<file path="config.mk">
export PLATFORM = sky130hd
export DESIGN_NAME = io_interrupt_unit_team1
export DESIGN_NICKNAME = d
export VERILOG_FILES = /design/src/rtl/io_interrupt_unit_team1.sv
export SDC_FILE = /design/constraint.sdc
export NUM_CORES = 1
export LEC_CHECK = 0
export ABC_AREA = 1
export BUFFER_PORTS_ARGS = -buffer_cell sky130_fd_sc_hd__buf_2
export CAP_MARGIN = 10
export CORE_ASPECT_RATIO = 1.1
export CORE_UTILIZATION = 30
export DETAILED_ROUTE_END_ITERATION = 8
export PLACE_DENSITY = 0.53
export SLEW_MARGIN = 20
export SYNTH_ARGS = -nofsm -noshare
export SYNTH_HDL_FRONTEND = slang
export SYNTH_SLANG_ARGS = --single-unit
</file>
<file path="constraint.sdc">
create_clock -name clk -period 1.9 [get_ports clk]
set_input_delay 0.285 -clock clk [delete_from_list [all_inputs] [get_ports clk]]
set_output_delay 0.285 -clock clk [all_outputs]
set_load 0.005 [all_outputs]
</file>
<file path="src/rtl/io_interrupt_unit_team1.sv">
// Keyboard/printer serial I/O (INPR/FGI, OUTR/FGO) and interrupt control (IEN, R)
// for the basic-computer datapath. All outputs come straight from registers.
module io_interrupt_unit_team1 #(
  parameter int CLKS_PER_BIT = 16
) (
  input  logic       clk,
  input  logic       rst,
  input  logic       rx,
  output logic       tx,
  input  logic [7:0] ac_low,
  input  logic       inp_exec,
  input  logic       out_exec,
  input  logic       ion,
  input  logic       iof,
  input  logic       r_check,
  input  logic       int_ack,
  output logic [7:0] inpr,
  output logic       fgi,
  output logic       fgo,
  output logic       ien,
  output logic       r,
  output logic       rx_overrun,
  output logic       rx_frame_err
);

  localparam int CW = (CLKS_PER_BIT > 1) ? $clog2(CLKS_PER_BIT) : 1;
  localparam logic [CW-1:0] CNT_FULL = CW'(CLKS_PER_BIT - 1);
  localparam logic [CW-1:0] CNT_HALF = CW'(CLKS_PER_BIT / 2 - 1);

  typedef enum logic [1:0] {
    S_IDLE,
    S_START,
    S_DATA,
    S_STOP
  } ser_state_e;

  // ---------------- receiver ----------------
  ser_state_e      rx_state_q;
  logic [CW-1:0]   rx_cnt_q;
  logic [2:0]      rx_bit_q;
  logic [7:0]      rx_shift_q;
  logic            rx_done_q;
  logic            rx_frame_err_q;

  always_ff @(posedge clk) begin
    if (rst) begin
      rx_state_q     <= S_IDLE;
      rx_cnt_q       <= '0;
      rx_bit_q       <= '0;
      rx_shift_q     <= '0;
      rx_done_q      <= 1'b0;
      rx_frame_err_q <= 1'b0;
    end else begin
      rx_done_q      <= 1'b0;
      rx_frame_err_q <= 1'b0;
      case (rx_state_q)
        S_IDLE: begin
          if (!rx) begin
            rx_state_q <= S_START;
            rx_cnt_q   <= '0;
          end
        end
        S_START: begin
          // Half-bit resample rejects short low glitches on the idle line.
          if (rx_cnt_q == CNT_HALF) begin
            rx_cnt_q   <= '0;
            rx_bit_q   <= '0;
            rx_state_q <= rx ? S_IDLE : S_DATA;
          end else begin
            rx_cnt_q <= rx_cnt_q + 1'b1;
          end
        end
        S_DATA: begin
          if (rx_cnt_q == CNT_FULL) begin
            rx_cnt_q   <= '0;
            rx_shift_q <= {rx, rx_shift_q[7:1]};
            if (rx_bit_q == 3'd7) begin
              rx_state_q <= S_STOP;
            end else begin
              rx_bit_q <= rx_bit_q + 3'd1;
            end
          end else begin
            rx_cnt_q <= rx_cnt_q + 1'b1;
          end
        end
        S_STOP: begin
          if (rx_cnt_q == CNT_FULL) begin
            rx_cnt_q   <= '0;
            rx_state_q <= S_IDLE;
            if (rx) begin
              rx_done_q <= 1'b1;
            end else begin
              rx_frame_err_q <= 1'b1;
            end
          end else begin
            rx_cnt_q <= rx_cnt_q + 1'b1;
          end
        end
        default: rx_state_q <= S_IDLE;
      endcase
    end
  end

  // ---------------- INPR / FGI / overrun / IEN / R ----------------
  logic [7:0] inpr_q, inpr_d;
  logic       fgi_q, fgi_d;
  logic       ovr_q, ovr_d;
  logic       ien_q, ien_d;
  logic       r_q, r_d;
  logic       fgo_q;

  always_comb begin
    inpr_d = inpr_q;
    fgi_d  = fgi_q;
    ovr_d  = ovr_q;
    // A same-cycle INP consumes the old byte, so the new one may replace it.
    if (rx_done_q) begin
      if (!fgi_q || inp_exec) begin
        inpr_d = rx_shift_q;
        fgi_d  = 1'b1;
      end else begin
        ovr_d = 1'b1;
      end
    end else if (inp_exec) begin
      fgi_d = 1'b0;
    end
  end

  always_comb begin
    ien_d = ien_q;
    if (iof || int_ack) begin
      ien_d = 1'b0;
    end else if (ion) begin
      ien_d = 1'b1;
    end
    r_d = r_q;
    if (int_ack) begin
      r_d = 1'b0;
    end else if (ien_q && (fgi_q || fgo_q) && r_check) begin
      r_d = 1'b1;
    end
  end

  always_ff @(posedge clk) begin
    if (rst) begin
      inpr_q <= '0;
      fgi_q  <= 1'b0;
      ovr_q  <= 1'b0;
      ien_q  <= 1'b0;
      r_q    <= 1'b0;
    end else begin
      inpr_q <= inpr_d;
      fgi_q  <= fgi_d;
      ovr_q  <= ovr_d;
      ien_q  <= ien_d;
      r_q    <= r_d;
    end
  end

  // ---------------- transmitter ----------------
  ser_state_e      tx_state_q;
  logic [CW-1:0]   tx_cnt_q;
  logic [2:0]      tx_bit_q;
  logic [7:0]      outr_q;
  logic            tx_q;

  always_ff @(posedge clk) begin
    if (rst) begin
      tx_state_q <= S_IDLE;
      tx_cnt_q   <= '0;
      tx_bit_q   <= '0;
      outr_q     <= '0;
      tx_q       <= 1'b1;
      fgo_q      <= 1'b1;
    end else begin
      case (tx_state_q)
        S_IDLE: begin
          tx_q <= 1'b1;
          // fgo is low for the whole frame, so OUT mid-frame never reaches here.
          if (out_exec && fgo_q) begin
            outr_q     <= ac_low;
            fgo_q      <= 1'b0;
            tx_q       <= 1'b0;
            tx_cnt_q   <= '0;
            tx_state_q <= S_START;
          end
        end
        S_START: begin
          if (tx_cnt_q == CNT_FULL) begin
            tx_cnt_q   <= '0;
            tx_bit_q   <= '0;
            tx_q       <= outr_q[0];
            tx_state_q <= S_DATA;
          end else begin
            tx_cnt_q <= tx_cnt_q + 1'b1;
          end
        end
        S_DATA: begin
          if (tx_cnt_q == CNT_FULL) begin
            tx_cnt_q <= '0;
            if (tx_bit_q == 3'd7) begin
              tx_q       <= 1'b1;
              tx_state_q <= S_STOP;
            end else begin
              tx_bit_q <= tx_bit_q + 3'd1;
              tx_q     <= outr_q[tx_bit_q + 3'd1];
            end
          end else begin
            tx_cnt_q <= tx_cnt_q + 1'b1;
          end
        end
        S_STOP: begin
          if (tx_cnt_q == CNT_FULL) begin
            tx_cnt_q   <= '0;
            fgo_q      <= 1'b1;
            tx_state_q <= S_IDLE;
          end else begin
            tx_cnt_q <= tx_cnt_q + 1'b1;
          end
        end
        default: tx_state_q <= S_IDLE;
      endcase
    end
  end

  assign tx           = tx_q;
  assign inpr         = inpr_q;
  assign fgi          = fgi_q;
  assign fgo          = fgo_q;
  assign ien          = ien_q;
  assign r            = r_q;
  assign rx_overrun   = ovr_q;
  assign rx_frame_err = rx_frame_err_q;

endmodule
</file>
# ---- Word level (Yosys, flattened, before mapping)
# Cells that the tools add are included.
dict set report op_classes {
  n_addsub 4
  n_lt_le_gt_ge 1
  n_eq_ne 24
  mux 43
  n_bitwise 3
  reduce_logical 30
}
# op n
set op_table {}
lappend op_table {{inequality test 2 bit (second input constant)} 12}
lappend op_table {{two-way mux 2 bit} 11}
lappend op_table {{two-way mux 4 bit} 5}
lappend op_table {{two-way mux 3 bit} 6}
lappend op_table {{one-hot mux 2 bit (4 select lines)} 2}
lappend op_table {{two-way mux 1 bit} 12}
lappend op_table {{one-hot mux 3 bit (2 select lines)} 2}
lappend op_table {{one-hot mux 4 bit (3 select lines)} 1}
lappend op_table {{AND reduction 2 bit} 5}
lappend op_table {{AND reduction 5 bit} 2}
lappend op_table {{adder 4 x 1 -> 4 bit (second input constant)} 2}
lappend op_table {{equality test 2 bit (second input constant)} 4}
lappend op_table {{equality test 4 bit (second input constant)} 2}
lappend op_table {{one-hot mux 4 bit (2 select lines)} 1}
lappend op_table {{AND reduction 4 bit} 2}
lappend op_table {{nonzero test 2 bit} 4}
lappend op_table {{adder 3 x 1 -> 3 bit (second input constant)} 2}
lappend op_table {{equality test 3 bit (second input constant)} 2}
lappend op_table {{AND reduction 3 bit} 2}
lappend op_table {{OR reduction 2 bit} 3}
lappend op_table {{OR reduction 3 bit} 2}
lappend op_table {{equality test 2 x 1 -> 1 bit (second input constant)} 2}
lappend op_table {{equality test 4 x 3 -> 1 bit (second input constant)} 1}
lappend op_table {{logical NOT 2 bit} 2}
lappend op_table {{10 further kinds} 16}
dict set report word_totals {
  regBits 50
  inputBits 17
  out_inout_bits 15
  word_cells 122
}

# ---- Logic depth before layout (Yosys ltp)
# Gate-level depths: netlist of the first run.
dict set report logic_depth {
  word_depth 6
  depth_mapped 10
  mapped_depth_nobuf 10
}

# ---- Worst setup path before layout of the first run
# Ideal clock, no wire load.
dict set report synth_timing {
  path_kind {reg-to-reg}
  from {register tx_bit_q[0]}
  to {register tx_state_q[1]}
  setup_time_ns 0.118
  arrival_time_ns 1.299
  t_required_ns 1.782
  setup_slack_ns 0.483
  stages_incl_launch_ff 8
  n_path_buf 0
  period_less_slack_ns 1.417
  cell_sequence {dfxtp_1 -> ha_1 -> ha_1 -> or2_2 -> nand2_1 -> nor2_1 -> o21ai_0 -> nor2_1}
}
dict set report synth_via {
  elab_chain_cells 3
}
# element line
set synth_lines {}
lappend synth_lines {{start, declared} 163} ;# logic [2:0] tx_bit_q;
lappend synth_lines {{start signal, assigned} 205} ;# tx_bit_q <= tx_bit_q + 3'd1;
lappend synth_lines {{equality test 3 bit} 201} ;# if (tx_bit_q == 3'd7) begin
lappend synth_lines {{inequality test 2 bit (no source line)} -}
lappend synth_lines {{AND reduction 5 bit (no source line)} -}
lappend synth_lines {{end signal, assigned} 203} ;# tx_state_q <= S_STOP;
lappend synth_lines {{end signal, assigned} 216} ;# tx_state_q <= S_IDLE;
lappend synth_lines {{end signal, assigned} 221} ;# default: tx_state_q <= S_IDLE;
lappend synth_lines {{end, declared} 161} ;# ser_state_e tx_state_q;
# Every way passes these cells.
# A chain may end at the register's enable or synchronous reset.

# ---- Final worst setup path of the first run
dict set report layout_timing {
  from {register tx_state_q[0]}
  to {register tx_bit_q[0]}
}
dict set report layout_via {
  elab_chain_cells 3
  elab_cells_between_ends 8
  cone_classes {5 x eq/ne; 1 x mux; 2 x reduce/logical}
}
# element line
set layout_lines {}
lappend layout_lines {{start signal, assigned} 169} ;# tx_state_q <= S_IDLE;
lappend layout_lines {{start signal, assigned} 185} ;# tx_state_q <= S_START;
lappend layout_lines {{start signal, assigned} 193} ;# tx_state_q <= S_DATA;
lappend layout_lines {{equality test 2 bit / equality test 2 x 1 -> 1 bit (equally long branches)} 176} ;# case (tx_state_q)
lappend layout_lines {{inequality test 2 bit (no source line) / nonzero test 2 bit (equally long branches)} -}
lappend layout_lines {{AND reduction 4 bit (no source line)} -}
# Parallel ways exist; a longest one is shown, timed or not.

==> impl_metrics.tcl, run 1 <==
set metrics [dict create \
    worstPathMaxFanout 8 \
    synth_top_family_by_area "simple AND/OR/NAND/NOR gates" \
    holdWs_ns 0.132 \
    fin_crit_ns 1.61 \
    netlist_area_um2 2220 \
    io_pins 32 \
    dr.first_iter.drc_count 71 \
    crit_arrival_ns 1.81 \
    grt_pass1_vias 1793 \
    synth-seq-cells 50 \
    drive_gt1_frac 0.153 \
    avgRoutedWirePerCell_um 10.0 \
    hold_viol 0 \
    antenna_cells 0 \
    clk_latency_ns 0.30 \
    synth_xor_area_frac 0.00394 \
    netlist_top_cells_area "dfxtp_1 45%, nand2_1 9.8%, nor2_1 8.8%" \
    fin_skew_ns 0.00447 \
    dpl.hpwl_um 3120 \
    port_buffers 31 \
    worst_pin_slew_ns 0.451 \
    synth-adder-area-share 0.0619 \
    die_h_um 92.3 \
    slowest_delay_ns 0.39 \
    hold_buffers 0 \
    nets 367 \
    drt_first_pass_iters 7 \
    ys_types 23 \
    syn-mean-instance-area_um2 7.27 \
    grt_setup_unrepaired "false" \
    synth_nets 334 \
    start_kind "flop" \
    num_vias 1950 \
    cts_resized 0 \
    overflow 0 \
    synthesis.instances 306 \
    die_area_um2 7760 \
    path_clk_slew_ns 0.09 \
    rr_worst_depth 8 \
    fillCellCount 770 \
    routed_wl_um 4250 \
    slew_violations 0 \
    layout_setup_ws_ns 0.295 \
    routabilityCongestion 0.794 \
    htreeDepth 2 \
    core_um2 7090 \
    yosysTopAreaCell "dfxtp_1" \
    drv_cap 0 \
    placed_area_um2 2460 \
    grt.total_usage 0.120 \
    vias_per_cell 4.59 \
    post-route-util 0.364 \
    min_delay_path_depth 2 \
    powerDensity_nw_per_um2 1080 \
    dpl_worst_slack_ns 0.327 \
    grt_max_degree 32 \
    tritoncts "yes" \
    ys_seq_area_frac 0.450 \
    worst-setup-path-type "reg -> reg" \
    status "complete, but fails checks" \
    cts_setup_buffers 0 \
    drc 8 \
    die_w_um 84.1 \
    yosysWarnings 0 \
    final_cell_mix "58 x nand2_1, 52 x nor2_1, 50 x dfxtp_1, 32 x inv_1" \
    min_path_type "in -> reg" \
    clock-root-buffer "clkbuf_8" \
    layout_commonest_cell "nand2_1" \
    p_leak_nw 1.20 \
    setup_viol 0 \
    relSlewSlack 0.699 \
    synthMuxAreaShare 0 \
    clock-sinks 50 \
    path_cells "inv_1 -> ha_1 -> nand2_1 -> o21ai_0 -> nor2_1 -> inv_1 -> a21oi_1 -> nor2_1" \
    synth_simple_gate_area_frac 0.264 \
    fmax_ghz 0.623 \
    p_total_mw 2.77 \
    synth-compound-area-share 0.144 \
    min_period_over_period 0.845 \
    critical_path.slowest_cell "dfxtp_1" \
    area_growth_pct 15.9 \
    ir_drop_mv 0.381 \
    fin_area_um2 2580 \
    dp.cells 417 \
    initial_core_util 0.314 \
    tns_ns 0 \
    synth_top_area_share 0.450 \
    endpoint_kind "flop" \
    worstPathRequired_ns 2.10 \
    antenna_found_initial 0 \
    violations "design-rule violations" \
    ant_nets 0 \
    grt_pass1_wl_um 7640 \
    rows 32 \
    cts_made_buffers 5 \
    ctsLongestPathBuffers 2 \
    fin_cells 425 \
]
==> cell usage after synthesis <==
cell	n
dfxtp_1	50
xor2_1	1
nor2_2	2
nor2_1	52
buf_1	1
buf_2	2
a21oi_1	27
nand3_1	16
nor3_1	2
a211oi_1	2
ha_1	11
nand2_1	58
clkbuf_1	3
or2_2	3
inv_2	3
o21ai_0	31
nor2_4	2
o211ai_1	2
inv_1	32
nand4_1	3
buf_6	1
nor4_1	1
nand2_2	1
==> state kept, by name (all words and copies together), names as in the netlist, 2 cells and up, named ones only <==
signal      flops
inpr            8
outr_q          8
rx_bit_q        3
rx_cnt_q        4
rx_shift_q      8
tx_bit_q        3
tx_cnt_q        4
tx_state_q      2
==> path summary, 6_finish.rpt <==
kind | startpoint | slack [ns] | to
setup reg to reg | tx_state_q[0]$_SDFFE_PP0P_ | 0.29 | tx_bit_q[0]$_SDFFE_PP0P_
setup / recovery | tx_state_q[0]$_SDFFE_PP0P_ | 0.29 | tx_bit_q[0]$_SDFFE_PP0P_
hold reg to reg | rx_overrun$_SDFFE_PP0P_ | 0.45 | rx_overrun$_SDFFE_PP0P_
hold / removal | iof | 0.13 | ien$_SDFFE_PP0P_
==> where the power goes <==
| group | leakage (nW) | switching, mW | internal (mW) | total [mW] |
|---|---|---|---|---|
| Combinational | 0.731 | 0.464 | 0.273 | 0.737 |
| Clock | 0.0585 | 0.364 | 0.395 | 0.759 |
| Sequential | 0.406 | 0.0960 | 1.18 | 1.28 |
==> routing by layer <==
metal	GRT usage	part of all wire	up-vias
met5	0	0	-
met4	0.0431	0.014	0
met3	0.0223	0.031	4
met2	0.202	0.45	29
met1	0.152	0.50	870
li1	-	-	1047
==> cells by family after synthesis <==
family	Yosys count
flip-flops	50
buffers and inverters	42
AND/OR/NAND/NOR	140
AO/OA/AOI/OAI	62
XOR/XNOR	1
adder cells (fa/ha/maj)	11
==> worst max-delay path: cells and delay by family, from the launching register on <==
| family | cells | cell delay [ns] |
|---|---|---|
| AO/OA/AOI/OAI | 2 | 0.21 |
| adder cells (fa/ha/maj) | 1 | 0.29 |
| buffers and inverters | 2 | 0.20 |
| flip-flops | 1 | 0.39 |
| AND/OR/NAND/NOR | 3 | 0.42 |
==> cell type report <==
class,count,area (um2),share of cell area
inverter,35,131,0.0510
multi-input combinational,214,1050,0.409
clock buffer,5,68.8,0.0267
clock inverter,3,43.8,0.0170
tap,85,106,0.0413
timing repair buffer,33,170,0.0661
sequential,50,1000,0.389
Power figures use the tool's default switching activity.
==> run 2: changes to the inputs <==
clock period = 1.7 ns   (was 1.9 ns; I/O delays follow)
==> impl_metrics.tcl, run 2 (synthesis gave the netlist of run 1 again) <==
set metrics [dict create \
    status "complete, but fails checks" \
    violations "design-rule violations" \
    tritoncts "yes" \
    initial_core_util 0.314 \
    min_path_type "in -> reg" \
    fin_crit_ns 1.54 \
    grt.total_usage 0.119 \
    layout_setup_ws_ns 0.163 \
    crit_arrival_ns 1.74 \
    dr.first_iter.drc_count 127 \
    routabilityCongestion 0.795 \
    dpl.hpwl_um 3180 \
    vias_per_cell 4.54 \
    p_total_mw 3.02 \
    critical_path.slowest_cell "dfxtp_1" \
    post-route-util 0.364 \
    worstPathRequired_ns 1.91 \
    htreeDepth 2 \
    overflow 0 \
    die_area_um2 7760 \
    cts_made_buffers 5 \
    routed_wl_um 4300 \
    grt.busiest_layer "met2" \
    worst-setup-path-type "reg -> reg" \
    cts_resized 0 \
    endpoint_kind "flop" \
    drt_first_pass_iters 6 \
    core_um2 7090 \
    clk_latency_ns 0.31 \
    rows 32 \
    avgRoutedWirePerCell_um 10.1 \
    hold_buffers 0 \
    start_kind "flop" \
    grt_pass1_vias 1751 \
    slew_violations 0 \
    fmax_ghz 0.651 \
    met3_usage 0.0267 \
    min_period_over_period 0.904 \
    antenna_found_initial 0 \
    path_clk_slew_ns 0.10 \
    ctsLongestPathBuffers 2 \
    clock-sinks 50 \
    drv_cap 0 \
    drive_gt1_frac 0.161 \
    powerDensity_nw_per_um2 1170 \
    relSlewSlack 0.694 \
    port_buffers 31 \
    cts_setup_buffers 0 \
    hold_viol 0 \
    io_pins 32 \
    p_leak_nw 1.20 \
    num_vias 1937 \
    die_h_um 92.3 \
    grt_pass1_wl_um 7470 \
    worstPathMaxFanout 7 \
    holdWs_ns 0.0865 \
    ir_drop_mv 0.372 \
    nets 369 \
    clock-root-buffer "clkbuf_8" \
    ant_nets 0 \
    grt_max_degree 32 \
    tns_ns 0 \
    drc 8 \
    path_cells "ha_1 -> ha_1 -> nand2_1 -> o21ai_0 -> nor2_1 -> inv_1 -> a21oi_1 -> nor2_1" \
    die_w_um 84.1 \
    grt_setup_unrepaired "false" \
    slowest_delay_ns 0.38 \
    met2_usage 0.200 \
    grt_util_met1 0.146 \
    setup_viol 0 \
    fin_skew_ns 0.0121 \
    layout_commonest_cell "nand2_1" \
    dpl_worst_slack_ns 0.132 \
    final_cell_mix "58 x nand2_1, 52 x nor2_1, 50 x dfxtp_1, 32 x inv_1, 31 x buf_2" \
    antenna_cells 0 \
    area_growth_pct 16.0 \
    worst_pin_slew_ns 0.457 \
]
==> run 2: layer usage <==
metal | up-vias | wire [um]
met5 | - | 0
met4 | 0 | 79
met3 | 6 | 129
met2 | 21 | 1930
met1 | 854 | 2160
li1 | 1056 | -
==> run 2: path summary, 6_finish.rpt <==
check,to,from,slack (ns),depth (start not counted)
min,ien$_SDFFE_PP0P_,iof,0.09,2
min reg2reg,rx_overrun$_SDFFE_PP0P_,rx_overrun$_SDFFE_PP0P_,0.45,2
max reg2reg,tx_bit_q[0]$_SDFFE_PP0P_,tx_bit_q[0]$_SDFFE_PP0P_,0.16,8
max,tx_bit_q[0]$_SDFFE_PP0P_,tx_bit_q[0]$_SDFFE_PP0P_,0.16,8
==> run 2: worst max-delay path, delay by kind of cell (launching register included) <==
| family | cells | cell delay (ns) |
|---|---|---|
| fa+ha+maj | 2 | 0.40 |
| flops | 1 | 0.38 |
| compound gates | 2 | 0.20 |
| buf+inv | 1 | 0.09 |
| simple gates | 3 | 0.37 |
==> run 2: final cells by class <==
type	count	area [um2]
inverter	35	131
tap	85	106
multi-input combinational	214	1060
fill	769	4510
timing repair buffer	35	185
clock inverter	3	28.8
sequential	50	1000
clock buffer	5	68.8
==> run 2: power by group <==
group | switching (mW) | internal [mW]
Sequential | 0.107 | 1.32
Clock | 0.427 | 0.305
Combinational | 0.539 | 0.320
Total | 1.07 | 1.95
==> run 2: per-stage QoR <==
stage,instances,area [um2]
5_1_grt,427,2580
6_report,427,2580
3_5_place_dp,419,2480
4_1_cts,427,2580
3_3_place_gp,419,2480
2_1_floorplan,306,2220
==> run 3: changes to the inputs <==
CORE_ASPECT_RATIO = default   (was 1.1)
RECOVER_POWER = 25   (was default)
==> impl_metrics.tcl, run 3 (synthesis gave the netlist of run 1 again) <==
set metrics [dict create \
    status "finished clean" \
    ctsLongestPathBuffers 2 \
    antenna_cells 0 \
    tritoncts "yes" \
    grt_setup_unrepaired "false" \
    p_total_mw 3.09 \
    start_kind "flop" \
    worst-setup-path-type "reg -> reg" \
    path_clk_slew_ns 0.09 \
    fin_area_um2 2590 \
    layout_commonest_cell "nand2_1" \
    clock-root-buffer "clkbuf_8" \
    io_pins 32 \
    core_um2 7210 \
    min_period_over_period 0.911 \
    post-route-util 0.360 \
    initial_core_util 0.308 \
    placed_area_um2 2500 \
    vias_per_cell 4.41 \
    hold_viol 0 \
    drc 0 \
    clk_latency_ns 0.30 \
    grt_pass1_wl_um 7560 \
    overflow 0 \
    dpl.hpwl_um 3230 \
    slew_violations 0 \
    rows 31 \
    cts_made_buffers 5 \
    routed_wl_um 4310 \
    layout_setup_ws_ns 0.152 \
    dpl_worst_slack_ns 0.126 \
    port_buffers 31 \
    drv_cap 0 \
    tns_ns 0 \
    relSlewSlack 0.469 \
    grt.total_usage 0.123 \
    rr_worst_depth 8 \
    fin_skew_ns 0.00986 \
    worstPathRequired_ns 1.90 \
    ant_nets 0 \
    grt_max_degree 24 \
    hold_buffers 0 \
    die_area_um2 7760 \
    fin_crit_ns 1.55 \
    min_delay_path_depth 2 \
    cts_setup_buffers 0 \
    drive_gt1_frac 0.117 \
    num_vias 1940 \
    routabilityCongestion 0.760 \
    grt_pass1_vias 1783 \
    clock-sinks 50 \
    fillCellCount 792 \
    drt_first_pass_iters 4 \
    nets 368 \
    crit_arrival_ns 1.75 \
    worstPathMaxFanout 8 \
    avgRoutedWirePerCell_um 9.80 \
    worst_pin_slew_ns 0.796 \
    p_leak_nw 1.14 \
    fmax_ghz 0.646 \
    antenna_found_initial 0 \
    die_h_um 88.1 \
    final_cell_mix "58 x nand2_1, 51 x nor2_1, 50 x dfxtp_1, 32 x inv_1, 30 x o21ai_0" \
    ir_drop_mv 0.388 \
    setup_viol 0 \
    area_growth_pct 16.7 \
    die_w_um 88.1 \
    htreeDepth 2 \
    powerDensity_nw_per_um2 1190 \
    min_path_type "in -> reg" \
    dr.first_iter.drc_count 93 \
    endpoint_kind "flop" \
]
==> run 3: cell types whose count changed in the layout (fill, tap and decap cells not counted), moves of 2 or more <==
cell,change
clkbuf_1,+14
buf_4,-3
clkinv_4,-2
buf_2,-12
==> run 3: what timing repair did <==
action	in CTS	in global routing
endpoints found under the hold margin	0	0
resized for setup	0	2
setup endpoints to repair	0	3
==> run 3: power by group <==
part	switching (mW)	leakage, nW	internal [mW]	total (mW)
logic	0.532	0.687	0.308	0.839
registers	0.109	0.406	1.32	1.43
clock network	0.385	0.0514	0.439	0.825
total	1.03	1.14	2.07	3.09
==> run 3: through the flow <==
step / instances / hold slack [ns]
floorplan: 306 / 0.327
global placement: 432 / 0.423
detailed placement: 432 / 0.422
CTS: 440 / 0.0939
global route: 440 / 0.0953
finish: 440 / 0.105
==> run 3: final cells by class <==
| class | instances | area (um2) | share of cell area |
|---|---|---|---|
| inverter | 35 | 131 | 0.0506 |
| clock inverter | 2 | 37.5 | 0.0145 |
| clock buffer | 6 | 72.6 | 0.0280 |
| multi-input combinational | 214 | 1060 | 0.407 |
| tap | 99 | 124 | 0.0477 |
| sequential | 50 | 1000 | 0.386 |
| timing repair buffer | 34 | 171 | 0.0661 |
==> run 3: worst max-delay path, stage by stage (launching register included) <==
cell and delay [ns]:
dfxtp_1 0.35, inv_1 0.11, ha_1 0.30, inv_1 0.08, or2_2 0.27, nand2_1 0.08
nor2_1 0.07, o21ai_0 0.14, nor2_1 0.05
==> run 3: path summary, 6_finish.rpt <==
kind                                   start                         end  slack [ns]
hold reg to reg               r$_SDFFE_PP0P_              r$_SDFFE_PP0P_        0.45
hold / removal                           iof            ien$_SDFFE_PP0P_        0.11
setup reg to reg  tx_state_q[0]$_SDFFE_PP0P_  tx_state_q[1]$_SDFFE_PP0P_        0.15
setup / recovery  tx_state_q[0]$_SDFFE_PP0P_  tx_state_q[1]$_SDFFE_PP0P_        0.15
==> run 3: routing by layer <==
| metal | routed length (um) | vias up | global-route usage |
|---|---|---|---|
| met1 | 2210 | 861 | 0.157 |
| met5 | 0 | - | 0 |
| met2 | 1920 | 22 | 0.207 |
| met4 | 72 | 0 | 0.0396 |
| li1 | - | 1052 | - |
| met3 | 109 | 5 | 0.0283 |
